==> src/rtl/pipe_sched_pkg.sv <==
// Shared pipeline-scheduler types: FSM state encoding and mult/div latency defaults.
// The latency defaults are also consumed by the mult/div datapath unit.
package pipe_pkg;

  typedef enum logic {
    ST_RUN     = 1'b0,
    ST_MD_WAIT = 1'b1
  } sched_state_e;

  localparam int MULT_CYCLES_DEF = 4;
  localparam int DIV_CYCLES_DEF  = 8;

  // Countdown preload: the issue cycle itself counts toward the total latency.
  function automatic logic [7:0] md_load(input logic is_div, input int mult_cyc, input int div_cyc);
    return is_div ? 8'(div_cyc - 1) : 8'(mult_cyc - 1);
  endfunction

endpackage

==> src/rtl/pipe_sched_sat_counter.sv <==
// Saturating up-counter with asynchronous active-low clear.
// One-cycle update latency; holds at all-ones instead of wrapping.
module sat_counter #(
  parameter int W = 16
) (
  input  logic         clk,
  input  logic         clr_n,
  input  logic         inc,
  output logic [W-1:0] q
);

  always_ff @(posedge clk or negedge clr_n) begin
    if (!clr_n) begin
      q <= '0;
    end else if (inc && (q != {W{1'b1}})) begin
      q <= q + W'(1);
    end
  end

endmodule

==> src/rtl/pipe_sched.sv <==
// Pipeline stall/flush scheduler: merges branch, load-use and mult/div occupancy into stage enables.
// Control outputs are same-cycle combinational; only fsm, md_cnt and stall_cnt are registered.
module pipe_sched
  import pipe_pkg::*;
#(
  parameter int MULT_CYCLES = MULT_CYCLES_DEF,
  parameter int DIV_CYCLES  = DIV_CYCLES_DEF,
  parameter int CNT_W       = 16
) (
  input  logic             clk,
  input  logic             reset_n,
  input  logic             hz_stall,
  input  logic             branch_taken,
  input  logic             id_md_req,
  input  logic             id_md_div,
  input  logic             id_hilo_rd,
  output logic             pc_en,
  output logic             if_id_en,
  output logic             if_id_flush,
  output logic             id_ex_flush,
  output logic             md_go,
  output logic             md_busy,
  output logic             hilo_we,
  output logic [CNT_W-1:0] stall_cnt
);

  sched_state_e fsm;
  logic [7:0]   md_cnt;

  logic in_wait;
  logic md_done;
  logic struct_stall;
  logic stall;
  logic issue;

  always_comb begin
    in_wait      = (fsm == ST_MD_WAIT);
    md_done      = in_wait && (md_cnt == 8'd1);
    // HI/LO readers and a second mult/div must wait for the unit, including its final cycle.
    struct_stall = in_wait && (id_hilo_rd || id_md_req);
    stall        = !branch_taken && (hz_stall || struct_stall);
    issue        = !in_wait && id_md_req && !branch_taken && !hz_stall;
  end

  // Reset forces a flushed, frozen pipeline regardless of the inputs.
  always_comb begin
    pc_en       = reset_n && !stall;
    if_id_en    = reset_n && !stall;
    if_id_flush = !reset_n || branch_taken;
    id_ex_flush = !reset_n || branch_taken || stall;
    md_go       = reset_n && issue;
    md_busy     = reset_n && in_wait;
    hilo_we     = reset_n && md_done;
  end

  always_ff @(posedge clk or negedge reset_n) begin
    if (!reset_n) begin
      fsm    <= ST_RUN;
      md_cnt <= 8'd0;
    end else begin
      case (fsm)
        ST_RUN: begin
          if (issue) begin
            md_cnt <= md_load(id_md_div, MULT_CYCLES, DIV_CYCLES);
            fsm    <= ST_MD_WAIT;
          end
        end
        ST_MD_WAIT: begin
          if (md_cnt == 8'd1) begin
            md_cnt <= 8'd0;
            fsm    <= ST_RUN;
          end else begin
            md_cnt <= md_cnt - 8'd1;
          end
        end
        default: begin
          fsm    <= ST_RUN;
          md_cnt <= 8'd0;
        end
      endcase
    end
  end

  sat_counter #(
    .W(CNT_W)
  ) u_stall_cnt (
    .clk   (clk),
    .clr_n (reset_n),
    .inc   (!pc_en),
    .q     (stall_cnt)
  );

endmodule

==> config.mk <==
export PLATFORM = sky130hd
export DESIGN_NAME = pipe_sched
export DESIGN_NICKNAME = d
export VERILOG_FILES = /design/src/rtl/pipe_sched_pkg.sv /design/src/rtl/pipe_sched_sat_counter.sv /design/src/rtl/pipe_sched.sv
export SDC_FILE = /design/constraint.sdc
export NUM_CORES = 1
export LEC_CHECK = 0
export CORE_MARGIN = 3
export CORE_UTILIZATION = 56
export CTS_BUF_LIST = sky130_fd_sc_hd__clkbuf_8
export DETAILED_ROUTE_END_ITERATION = 16
export PLACE_DENSITY_LB_ADDON = 0.12
export SETUP_SLACK_MARGIN = 0.3
export SLEW_MARGIN = 20
export SYNTH_ARGS = -nofsm -noshare
export SYNTH_HDL_FRONTEND = slang
export SYNTH_SLANG_ARGS = --single-unit
==> constraint.sdc <==
create_clock -name clk -period 3.8 [get_ports clk]
set_input_delay 0.76 -clock clk [delete_from_list [all_inputs] [get_ports clk]]
set_output_delay 0.76 -clock clk [all_outputs]
set_load 0.02 [all_outputs]
Yosys cells after proc, flatten, opt, wreduce, memory -nomap -nowiden
Index checks and enable logic that the tools add are counted.

storage, ports and cells
  bits in registers = 25
  bits of input ports = 7
  word-level logic and storage cells = 37

cells by class
  add/sub/neg operators = 2
  equal/unequal tests = 3
  multiplexer cells = 7
  bitwise gates (word level) = 1
  reduce and logical (&&, ||, !) cells = 21

operators by type and width
  operator               number
  $add 16x1->16 const B  1
  $mux 8                 2
  $ne 16x16->1 const B   1
  $pmux 8 s2             1
  $logic_and 1x1->1      11
  $eq 8x1->1 const B     1
  $sub 8x1->8 const B    1
  $logic_not 1->1        6
  $logic_or 1x1->1       4
  $mux 3                 1
  $mux 1                 2
  $ne 2x2->1 const B     1
  $pmux 1 s2             1
  $not 1->1              1

Longest topological paths before layout
Gate-level depths: netlist (run 1).

  depth in word-level cells = 8
  mapped depth = 8
  gate-level depth less buffers = 7

Modules after synthesis
A second synthesis (run 1) with hierarchy kept.

unflattened totals
  cell total of the unflattened synthesis = 142
  area total of the unflattened synthesis = 1,500.2 µm²

by module, submodules not included
  module       times used  cells an instance  area each (µm²)  sequential area each (µm²)
  sat_counter  1           72                 859.6            400.4
  pipe_sched   1           70                 640.6            225.2

Worst setup path before layout (run 1)
Ideal clock, no wire load.

  kind = in2out
  start = input port id_md_req
  end = output port pc_en
  arrival = 1,705 ps
  data required time = 3,040 ps
  path slack = 1,335 ps
  stages on the path = 3
  buffers on the path = 1
  path through = or2_1 a221oi_4 buf_4

on the way
  word-level cells in the longest chain between the ends = 6

ends and longest elaborated chain
  element             RTL line          RTL
  start: declaration  pipe_sched.sv:14  input logic id_md_req,
  $logic_or 1x1->1    pipe_sched.sv:40  struct_stall = in_wait && (id_hilo_rd || id_md_req);
  $logic_and 1x1->1   pipe_sched.sv:40
  $logic_or 1x1->1    pipe_sched.sv:41  stall = !branch_taken && (hz_stall || struct_stall);
  $logic_and 1x1->1   pipe_sched.sv:41
  $logic_not 1->1     -
  $logic_and 1x1->1   -
  end: declaration    pipe_sched.sv:17  output logic pc_en,

No other way between the ends.

Worst setup path after layout (run 1)
  start = input port branch_taken
  end = output port pc_en

on the way
  word-level cells in the longest chain between the ends = 4

ends and longest elaborated chain
  element             RTL line          RTL
  start: declaration  pipe_sched.sv:13  input logic branch_taken,
  $logic_not 1->1     pipe_sched.sv:41
  $logic_and 1x1->1   pipe_sched.sv:41
  $logic_not 1->1     pipe_sched.sv:47  pc_en = reset_n && !stall;
  $logic_and 1x1->1   pipe_sched.sv:47

No other way between the ends.

==> results of run 1 <==
-- worst max-delay path, cell delays in order --
cell	delay, ns
clkdlybuf4s50_1	0.53
and2b_1	0.22
a221oi_4	0.39
clkdlybuf4s50_1	0.68
-- layer usage --
layer	part of all wire, %	vias up	wire length [um]	track usage [%]
met5	0	-	0	0
met2	46	32	1260	32.3
met4	1.8	0	50	9.38
met1	47	508	1290	23.9
met3	5.7	5	157	4.67
li1	-	531	-	-
-- layout by cell type (no fill, tap or decap), drive strengths merged, types with 2 or more instances in the layout --
cell type / instances
dfrtp: 25
nand2b: 5
a41oi: 3
buf: 2
clkbuf: 3
nor2: 9
o21ai: 8
and2: 4
xnor2: 10
inv: 4
or3: 3
nand3: 5
nand2: 13
and4: 2
nor2b: 3
ha: 3
a21oi: 3
o41ai: 3
clkdlybuf4s50: 29
xor2: 3
and3: 5
o31ai: 2
-- final timing paths --
kind                                                  to  slack [ns]  cells past startpoint
min in group asynchronous          md_cnt[7]$_DFFE_PN0P_        0.85                      2
setup reg to reg                   md_cnt[5]$_DFFE_PN0P_        1.77                      5
setup / recovery                                   pc_en        0.46                      4
max in group asynchronous  u_stall_cnt.q[14]$_DFFE_PN0P_        2.73                      2
hold / removal                     md_cnt[7]$_DFFE_PN0P_        0.48                      1
hold reg to reg                    md_cnt[7]$_DFFE_PN0P_        0.48                      1
-- layout make-up --
cell class	count	area (sq um)	area share, %
Sequential cell	25	626	36.2
Multi-Input combinational cell	99	698	40.4
Tap cell	28	35.0	2.03
Timing Repair Buffer	31	305	17.7
Clock inverter	1	7.51	0.434
Clock buffer	3	41.3	2.39
Inverter	4	15.0	0.869
-- state kept, by name, indices dropped and copies added, names as in the netlist --
name           flops
fsm                1
u_stall_cnt.q     16
md_cnt             8
-- per-stage QoR --
| stage | instances | setup WS (ns) | hold WS, ns | util [%] | area (sq um) |
|---|---|---|---|---|---|
| after CTS | 191 | 0.430 | 0.485 | 76.6 | 1730 |
| after global placement | 187 | 0.464 | 0.463 | 74.5 | 1680 |
| after floorplan | 133 | 1.34 | 0.432 | - | 1370 |
| after global routing | 191 | 0.343 | 0.511 | 76.6 | 1730 |
| after detailed placement | 187 | 0.421 | 0.473 | 74.5 | 1680 |
| final | 191 | 0.458 | 0.483 | 76.6 | 1730 |
-- cell usage after synthesis, types with 2 or more instances --
cell	number	area share (%)
xor2_1	3	1.9
nand2_1	13	3.6
o31ai_1	2	1.1
nor2b_1	3	1.4
o21ai_1	6	2.2
a21oi_1	3	1.1
nor2_1	9	2.5
or3_1	2	0.92
ha_1	3	2.7
xnor2_1	10	6.4
clkbuf_1	2	0.55
and2_1	4	1.8
and3_1	5	2.3
and4_1	2	1.3
dfrtp_1	25	46
nand3_1	5	1.8
o21ai_0	2	0.73
a41oi_1	2	1.3
o41ai_1	2	1.3
buf_4	2	1.1
nand2b_1	5	2.3
inv_1	3	0.82
-- kinds of logic after synthesis --
logic type | after synthesis | synth area share [%]
AOI/OAI and AO/OA | 25 | 16.0
xor gates and xnor gates | 13 | 8.33
adders and majority gates | 3 | 2.75
buffers and inverters | 9 | 3.11
DFF | 25 | 45.8
muxes | 1 | 0.824
and+or+nand+nor | 57 | 23.2
-- where the power goes --
part | leakage (nW) | total, mW | internal, mW | switching [mW]
registers | 0.301 | 0.364 | 0.311 | 0.0536
logic | 0.384 | 0.258 | 0.133 | 0.126
clock network | 0.0217 | 0.164 | 0.0745 | 0.0893
==> run metrics, run 1 <==
synthesized cell area 0.00137 sq mm; clk slew on worst S/H paths 0.09 ns; outcome complete, no violations; crit path DAT 2.58 ns; setup bufs post-CTS 0; Mapped Cells 133; layout cells sized above 1 7.98%; io pins 30; Fmax 0.299 GHz; vias in the first global route 1112; register bit total from synthesis 25; total number of vias 1076; drt drc 0; maximum vdd drop 0.000420 V; normalized max-slew margin 54.3%; Mapped Nets 143; register area share after synthesis 45.8%; Final min period 3.34 ns; Worst Max-Slew Pin Slew 0.683 ns; Clock Skew 0.00797 ns; hold path start md_cnt[7]$_DFFE_PN0P_; Layout Nets 174; Worst Hold Class reg -> reg; PD cells 455 mW/mm^2; pin count of the biggest net entering global routing 19; Initial Util 60.6%; Post-synth EDFFs 0; unrepaired setup endpoints after global routing no; Die ar. 0.00307 sq mm; Crit. End Element output port; clock latency on the worst-skew pair 0.28 ns; synth-to-layout area growth 26.5%; Post-DP HPWL 2060 um; Die Wd 55.4 um; Lkg Pwr 0.707 nW; # setup viols final 0; Avg Cell Area, Syn 10.3 sq um; CP startpoint branch_taken; Yosys Warn Count 0; H-Tree Depth 1; total power 786 uW; initial antenna violation count 0; fin crit share 88.0%; Max Cap Viol 0; DR WL/cell 14.4 um; CTS Hold Buffers Added 0; final hold violations 0; fill count 174; WS Path Type in -> out; CTS tree yes; largest fanout on the critical path 6; setup TNS 0 ns; GRT overflow 0; port buffer count 29; Num CTS Buffers 3; Die Height 55.4 um; Clock Path Buffers 2; CTS Sinks 25; post-CTS sizing 0; Total Wirelength 2750 um; GRT Util Overall 19.6%; Root Buffer clkbuf_8; first-pass GRT wire length 4870 um; gpl congestion 0.782; Startpoint Class primary input; DR vias/cell 5.63; core area 0.00225 sq mm; synth unique cells 42; Max Transition Viols Final 0; drt first pass iters 4; Detail Route Antenna Nets 0; initial drt markers 6; Rows 17; CP Data Required Time 3.04 ns; predominant post-synthesis flop cell dfrtp_1; Post-synth ARST share 100%; n_diodes 0; worst reg2reg startpoint md_cnt[4]$_DFFE_PN0P_
Power figures use the tool's default switching activity.
==> inputs of run 2 (changes only) <==
- CTS_BUF_LIST: sky130_fd_sc_hd__clkbuf_8 -> sky130_fd_sc_hd__clkbuf_4
- CTS_CLUSTER_DIAMETER: not set -> 120
==> run metrics, run 2 (same netlist as run 1, synthesis figures left out) <==
Rows 17 (unchanged); drt first pass iters 4 (unchanged); FF-to-FF End md_cnt[5]$_DFFE_PN0P_ (unchanged); DR WL/cell 14.5 um (was 14.4 um); layout cells sized above 1 7.98% (unchanged); largest reg by FF count u_stall_cnt.q (unchanged); Final min period 3.35 ns (was 3.34 ns); clock network power share 16.8% (was 20.8%); total number of vias 1089 (was 1076); met1 Use GR 24.5% (was 23.9%); Seq pwr share 48.7% (was 46.3%); P_int 484 uW (was 518 uW); crit path DAT 2.59 ns (was 2.58 ns); synth-to-layout area growth 25.1% (was 26.5%); Layout Nets 174 (unchanged); PD cells 438 mW/mm^2 (was 455 mW/mm^2); Logic pwr share 34.5% (was 32.8%); Crit. End Element output port (unchanged); worst reg2reg startpoint md_cnt[4]$_DFFE_PN0P_ (unchanged); Die ar. 0.00307 sq mm (unchanged); Fmax 0.298 GHz (was 0.299 GHz); CTS Sinks 25 (unchanged); Largest regs u_stall_cnt.q (16), md_cnt (8), fsm (1) (unchanged); Layout Cells excl Fill 191 (unchanged); gpl congestion 0.782 (unchanged); largest fanout on the critical path 6 (unchanged); initial drt markers 6 (unchanged); DR vias/cell 5.70 (was 5.63); Startpoint Class primary input (unchanged); Critical Path End md_go (was pc_en); Die Height 55.4 um (unchanged); Total Wirelength 2770 um (was 2750 um); Die Wd 55.4 um (unchanged); most frequent cells in the layout 29 x clkdlybuf4s50_1, 25 x dfrtp_1, 13 x nand2_1, 10 x xnor2_1, 9 x nor2_1 (unchanged); H-Tree Depth 1 (unchanged); hold depth 1 (unchanged); Post-DP HPWL 2060 um (unchanged); Clock Skew 0.00914 ns (was 0.00797 ns); clk slew on worst S/H paths 0.15 ns (was 0.09 ns); number of flip-flops in the largest register 16 (unchanged); finished layout cell area 0.00171 sq mm (was 0.00173 sq mm); placed cell areas 0.00168 sq mm (unchanged); maximum vdd drop 0.000418 V (was 0.000420 V); GRT Util Overall 19.9% (was 19.6%); io pins 30 (unchanged); CP startpoint hz_stall (was branch_taken); R2R setup slack 1.76 ns (was 1.77 ns); first-pass GRT wire length 4940 um (was 4870 um); initial antenna violation count 0 (unchanged); Sw Ratio 35.4% (was 34.1%); post-CTS sizing 0 (unchanged); drt drc 0 (unchanged); CTS Hold Buffers Added 0 (unchanged); port buffer count 29 (unchanged); Initial Util 60.6% (unchanged); CP Data Required Time 3.04 ns (about the same); setup TNS 0 ns (unchanged); Worst Hold Class reg -> reg (unchanged); most common cell after layout, fill and taps aside clkdlybuf4s50_1 (unchanged); Worst Max-Slew Pin Slew 0.682 ns (was 0.683 ns); Root Buffer clkbuf_4 (was clkbuf_8); clock latency on the worst-skew pair 0.33 ns (was 0.28 ns); fin crit share 88.3% (was 88.0%); Clock Path Buffers 2 (unchanged); Num CTS Buffers 3 (unchanged); normalized max-slew margin 54.4% (was 54.3%); GRT overflow 0 (unchanged); Reg2Reg Depth 5 (unchanged); Register Area 626 sq um (unchanged); unrepaired setup endpoints after global routing no (unchanged); vias in the first global route 1115 (was 1112); GRT Max-Usage Layer met2 (unchanged); GR Layer Usage met3 4.44% (was 4.67%); Psw 265 uW (was 268 uW); Inst Count DP 187 (unchanged); Max Transition Viols Final 0 (unchanged); final hold violations 0 (unchanged); fill count 180 (was 174); final core utilization 75.8% (was 76.6%); Detail Route Antenna Nets 0 (unchanged); core area 0.00225 sq mm (unchanged); outcome complete, no violations (unchanged); setup bufs post-CTS 0 (unchanged); Lkg Pwr 0.699 nW (was 0.707 nW); n_diodes 0 (unchanged); Max Cap Viol 0 (unchanged); pin count of the biggest net entering global routing 19 (unchanged); area of the multi-input gates 698 sq um (unchanged); CTS tree yes (unchanged); met2 GRT Util 33.1% (was 32.3%); # setup viols final 0 (unchanged); WS Path Type in -> out (unchanged)
[run 2: cell counts in the layout (fill, tap and decap cells not counted)]
No cell type changed its count.
[run 2: routing by layer]
metal  routed length, um  share of wire, %
met1                1280                46
met2                1250                45
met3                 183               6.6
met4                  53               1.9
met5                   0                 0
[run 2: stage by stage]
stage / hold slack (ns) / setup slack (ns) / power [mW]
after detailed placement: 0.473 / 0.421 / 0.630
final: 0.489 / 0.445 / 0.749
after global routing: 0.517 / 0.317 / 0.798
after global placement: 0.463 / 0.464 / 0.618
after floorplan: 0.432 / 1.34 / 0.498
after CTS: 0.491 / 0.422 / 0.758
[run 2: power groups by stage]
stage | registers, mW | logic, mW | clock network (mW)
finish | 0.365 | 0.259 | 0.125
global route | 0.374 | 0.277 | 0.147
CTS | 0.365 | 0.262 | 0.131
detailed placement | 0.368 | 0.262 | 0
global placement | 0.366 | 0.252 | 0
floorplan | 0.413 | 0.0842 | 0
[run 2: final cells by class]
cell class / instances / area share, %
clock buffers: 3 / 1.32
clock inverters: 1 / 0.439
inverters: 4 / 0.878
multi-input cells: 99 / 40.8
flip-flops and latches: 25 / 36.6
well taps: 28 / 2.05
repair buffers: 31 / 17.9
[run 2: worst min-delay path by stage]
stage                                startpoint                    end  slack (ns)
after global placement    md_cnt[7]$_DFFE_PN0P_  md_cnt[7]$_DFFE_PN0P_        0.46
after detailed placement  md_cnt[7]$_DFFE_PN0P_  md_cnt[7]$_DFFE_PN0P_        0.47
final                     md_cnt[7]$_DFFE_PN0P_  md_cnt[7]$_DFFE_PN0P_        0.49
after floorplan           md_cnt[7]$_DFFE_PN0P_  md_cnt[7]$_DFFE_PN0P_        0.43
after CTS                 md_cnt[7]$_DFFE_PN0P_  md_cnt[7]$_DFFE_PN0P_        0.49
after global routing      md_cnt[7]$_DFFE_PN0P_  md_cnt[7]$_DFFE_PN0P_        0.52
[run 2: worst max-delay path, stage by stage]
cell and delay, ns:
clkdlybuf4s50_1 0.49, nor4b_2 0.54, and2_1 0.21, clkdlybuf4s50_1 0.60
==> inputs of run 3 (changes only) <==
- CORE_MARGIN: 3 -> not set
==> run metrics, run 3 (same netlist as run 1, synthesis figures left out) <==
outcome complete, no violations (unchanged); maximum vdd drop 0.000449 V (was 0.000418 V); placed cell areas 0.00168 sq mm (unchanged); PD cells 431 mW/mm^2 (was 438 mW/mm^2); Max Cap Viol 0 (unchanged); layout cells sized above 1 7.98% (unchanged); worst hold endpoint md_cnt[7]$_DFFE_PN0P_ (unchanged); initial antenna violation count 0 (unchanged); FF-to-FF End md_cnt[5]$_DFFE_PN0P_ (unchanged); WP buf/inv 2 (unchanged); hold slack 0.490 ns (was 0.489 ns); clock latency on the worst-skew pair 0.31 ns (was 0.33 ns); total number of vias 1070 (was 1089); most frequent cells in the layout 29 x clkdlybuf4s50_1, 25 x dfrtp_1, 13 x nand2_1, 10 x xnor2_1, 9 x nor2_1 (unchanged); Detail Route Antenna Nets 0 (unchanged); Reg2Reg Depth 5 (unchanged); drt first pass iters 4 (unchanged); n_diodes 0 (unchanged); worst reg2reg startpoint md_cnt[4]$_DFFE_PN0P_ (unchanged); setup bufs post-CTS 0 (unchanged); gpl congestion 0.852 (was 0.782); Crit. End Element output port (unchanged); Startpoint Class primary input (unchanged); largest reg by FF count u_stall_cnt.q (unchanged); unrepaired setup endpoints after global routing no (unchanged); vias in the first global route 1056 (was 1115); Die Height 51.4 um (was 55.4 um); CTS Sinks 25 (unchanged); GRT overflow 0 (unchanged); Fmax 0.297 GHz (was 0.298 GHz); most common cell after layout, fill and taps aside clkdlybuf4s50_1 (unchanged); synth-to-layout area growth 24.9% (was 25.1%); CTS tree yes (unchanged); H-Tree Depth 1 (unchanged); crit path DAT 2.61 ns (was 2.59 ns); hold depth 1 (unchanged); CP max stage cell clkdlybuf4s50_1 (unchanged); DR vias/cell 5.60 (was 5.70); largest fanout on the critical path 6 (unchanged); Worst Max-Slew Pin Slew 0.666 ns (was 0.682 ns); Critical Path, Cell by Cell clkdlybuf4s50_1 > and2b_1 > a221oi_4 > clkdlybuf4s50_1 (was clkdlybuf4s50_1 > nor4b_2 > and2_1 > clkdlybuf4s50_1); GRT Util Overall 24.1% (was 19.9%); io pins 30 (unchanged); Root Buffer clkbuf_4 (unchanged); setup TNS 0 ns (unchanged); Lkg Pwr 0.703 nW (was 0.699 nW); Slowest Stage Delay on Critical Path 0.69 ns (was 0.60 ns); finished layout cell area 0.00171 sq mm (about the same); normalized max-slew margin 55.4% (was 54.4%); Die Wd 51.4 um (was 55.4 um); Final min period 3.37 ns (was 3.35 ns); Rows 17 (unchanged); Clock Path Buffers 2 (unchanged); Max Transition Viols Final 0 (unchanged); Layout Nets 174 (unchanged); CP Data Required Time 3.04 ns (about the same); fin crit share 88.6% (was 88.3%); port buffer count 29 (unchanged); Worst Hold Class reg -> reg (unchanged); Die ar. 0.00264 sq mm (was 0.00307 sq mm); hold path start md_cnt[7]$_DFFE_PN0P_ (unchanged); Largest regs u_stall_cnt.q (16), md_cnt (8), fsm (1) (unchanged); R2R setup slack 1.77 ns (was 1.76 ns); Num CTS Buffers 3 (unchanged); WS Path Type in -> out (unchanged); final hold violations 0 (unchanged); post-CTS sizing 0 (unchanged); Total Wirelength 2660 um (was 2770 um); dpl ws 0.443 ns (was 0.421 ns); Post-DP HPWL 2020 um (was 2060 um); core area 0.00225 sq mm (unchanged); Clock Skew 0.00176 ns (was 0.00914 ns); Initial Util 60.6% (unchanged); DR WL/cell 13.9 um (was 14.5 um); CP top delay family buffers and inverters (unchanged); most used cell, CP clkdlybuf4s50_1 (unchanged); clk slew on worst S/H paths 0.13 ns (was 0.15 ns); pin count of the biggest net entering global routing 19 (unchanged); # setup viols final 0 (unchanged); Final WS setup 0.432 ns (was 0.445 ns); first-pass GRT wire length 4720 um (was 4940 um); CTS Hold Buffers Added 0 (unchanged); number of flip-flops in the largest register 16 (unchanged); drt drc 0 (unchanged); initial drt markers 13 (was 6)
==> run 3: cell types whose count changed in the layout (fill, tap and decap cells not counted) <==
cell,before,now
clkinvlp_4,1,0
clkinv_2,0,1
==> run 3: worst max path at each step <==
stage,from,slack [ns],depth (start not counted),to
3_5_place_dp,branch_taken,0.44,4,pc_en
3_3_place_gp,branch_taken,0.47,4,if_id_en
4_1_cts,branch_taken,0.43,4,pc_en
6_report,branch_taken,0.43,4,if_id_en
5_1_grt,hz_stall,0.37,4,md_go
2_1_floorplan,id_md_req,1.34,3,pc_en
==> run 3: area by class of cell <==
cell class | count | area [sq um]
fill | 172 | 548
inverter | 4 | 15.0
multi-input combinational | 99 | 698
clock inverter | 1 | 5.00
tap | 28 | 35.0
sequential | 25 | 626
clock buffer | 3 | 22.5
timing repair buffer | 31 | 305
==> run 3: where the power goes <==
part           switching (mW)  internal [mW]
clock network          0.0760         0.0393
logic                   0.124          0.133
registers              0.0531          0.311
==> run 3: layer usage <==
| metal | vias up | routed length (um) | global-route usage (%) |
|---|---|---|---|
| met5 | - | 0 | 0 |
| met4 | 0 | 24 | 7.66 |
| met3 | 4 | 120 | 4.46 |
| met2 | 24 | 1320 | 38.7 |
| met1 | 509 | 1200 | 32.9 |
| li1 | 533 | - | - |
==> run 3: metrics by stage <==
step | std cells | utilization [%] | power (mW)
after floorplan | 133 | - | 0.498
after global placement | 187 | 74.5 | 0.616
after detailed placement | 187 | 74.5 | 0.628
after CTS | 191 | 75.7 | 0.746
after global routing | 191 | 75.7 | 0.778
final | 191 | 75.7 | 0.736
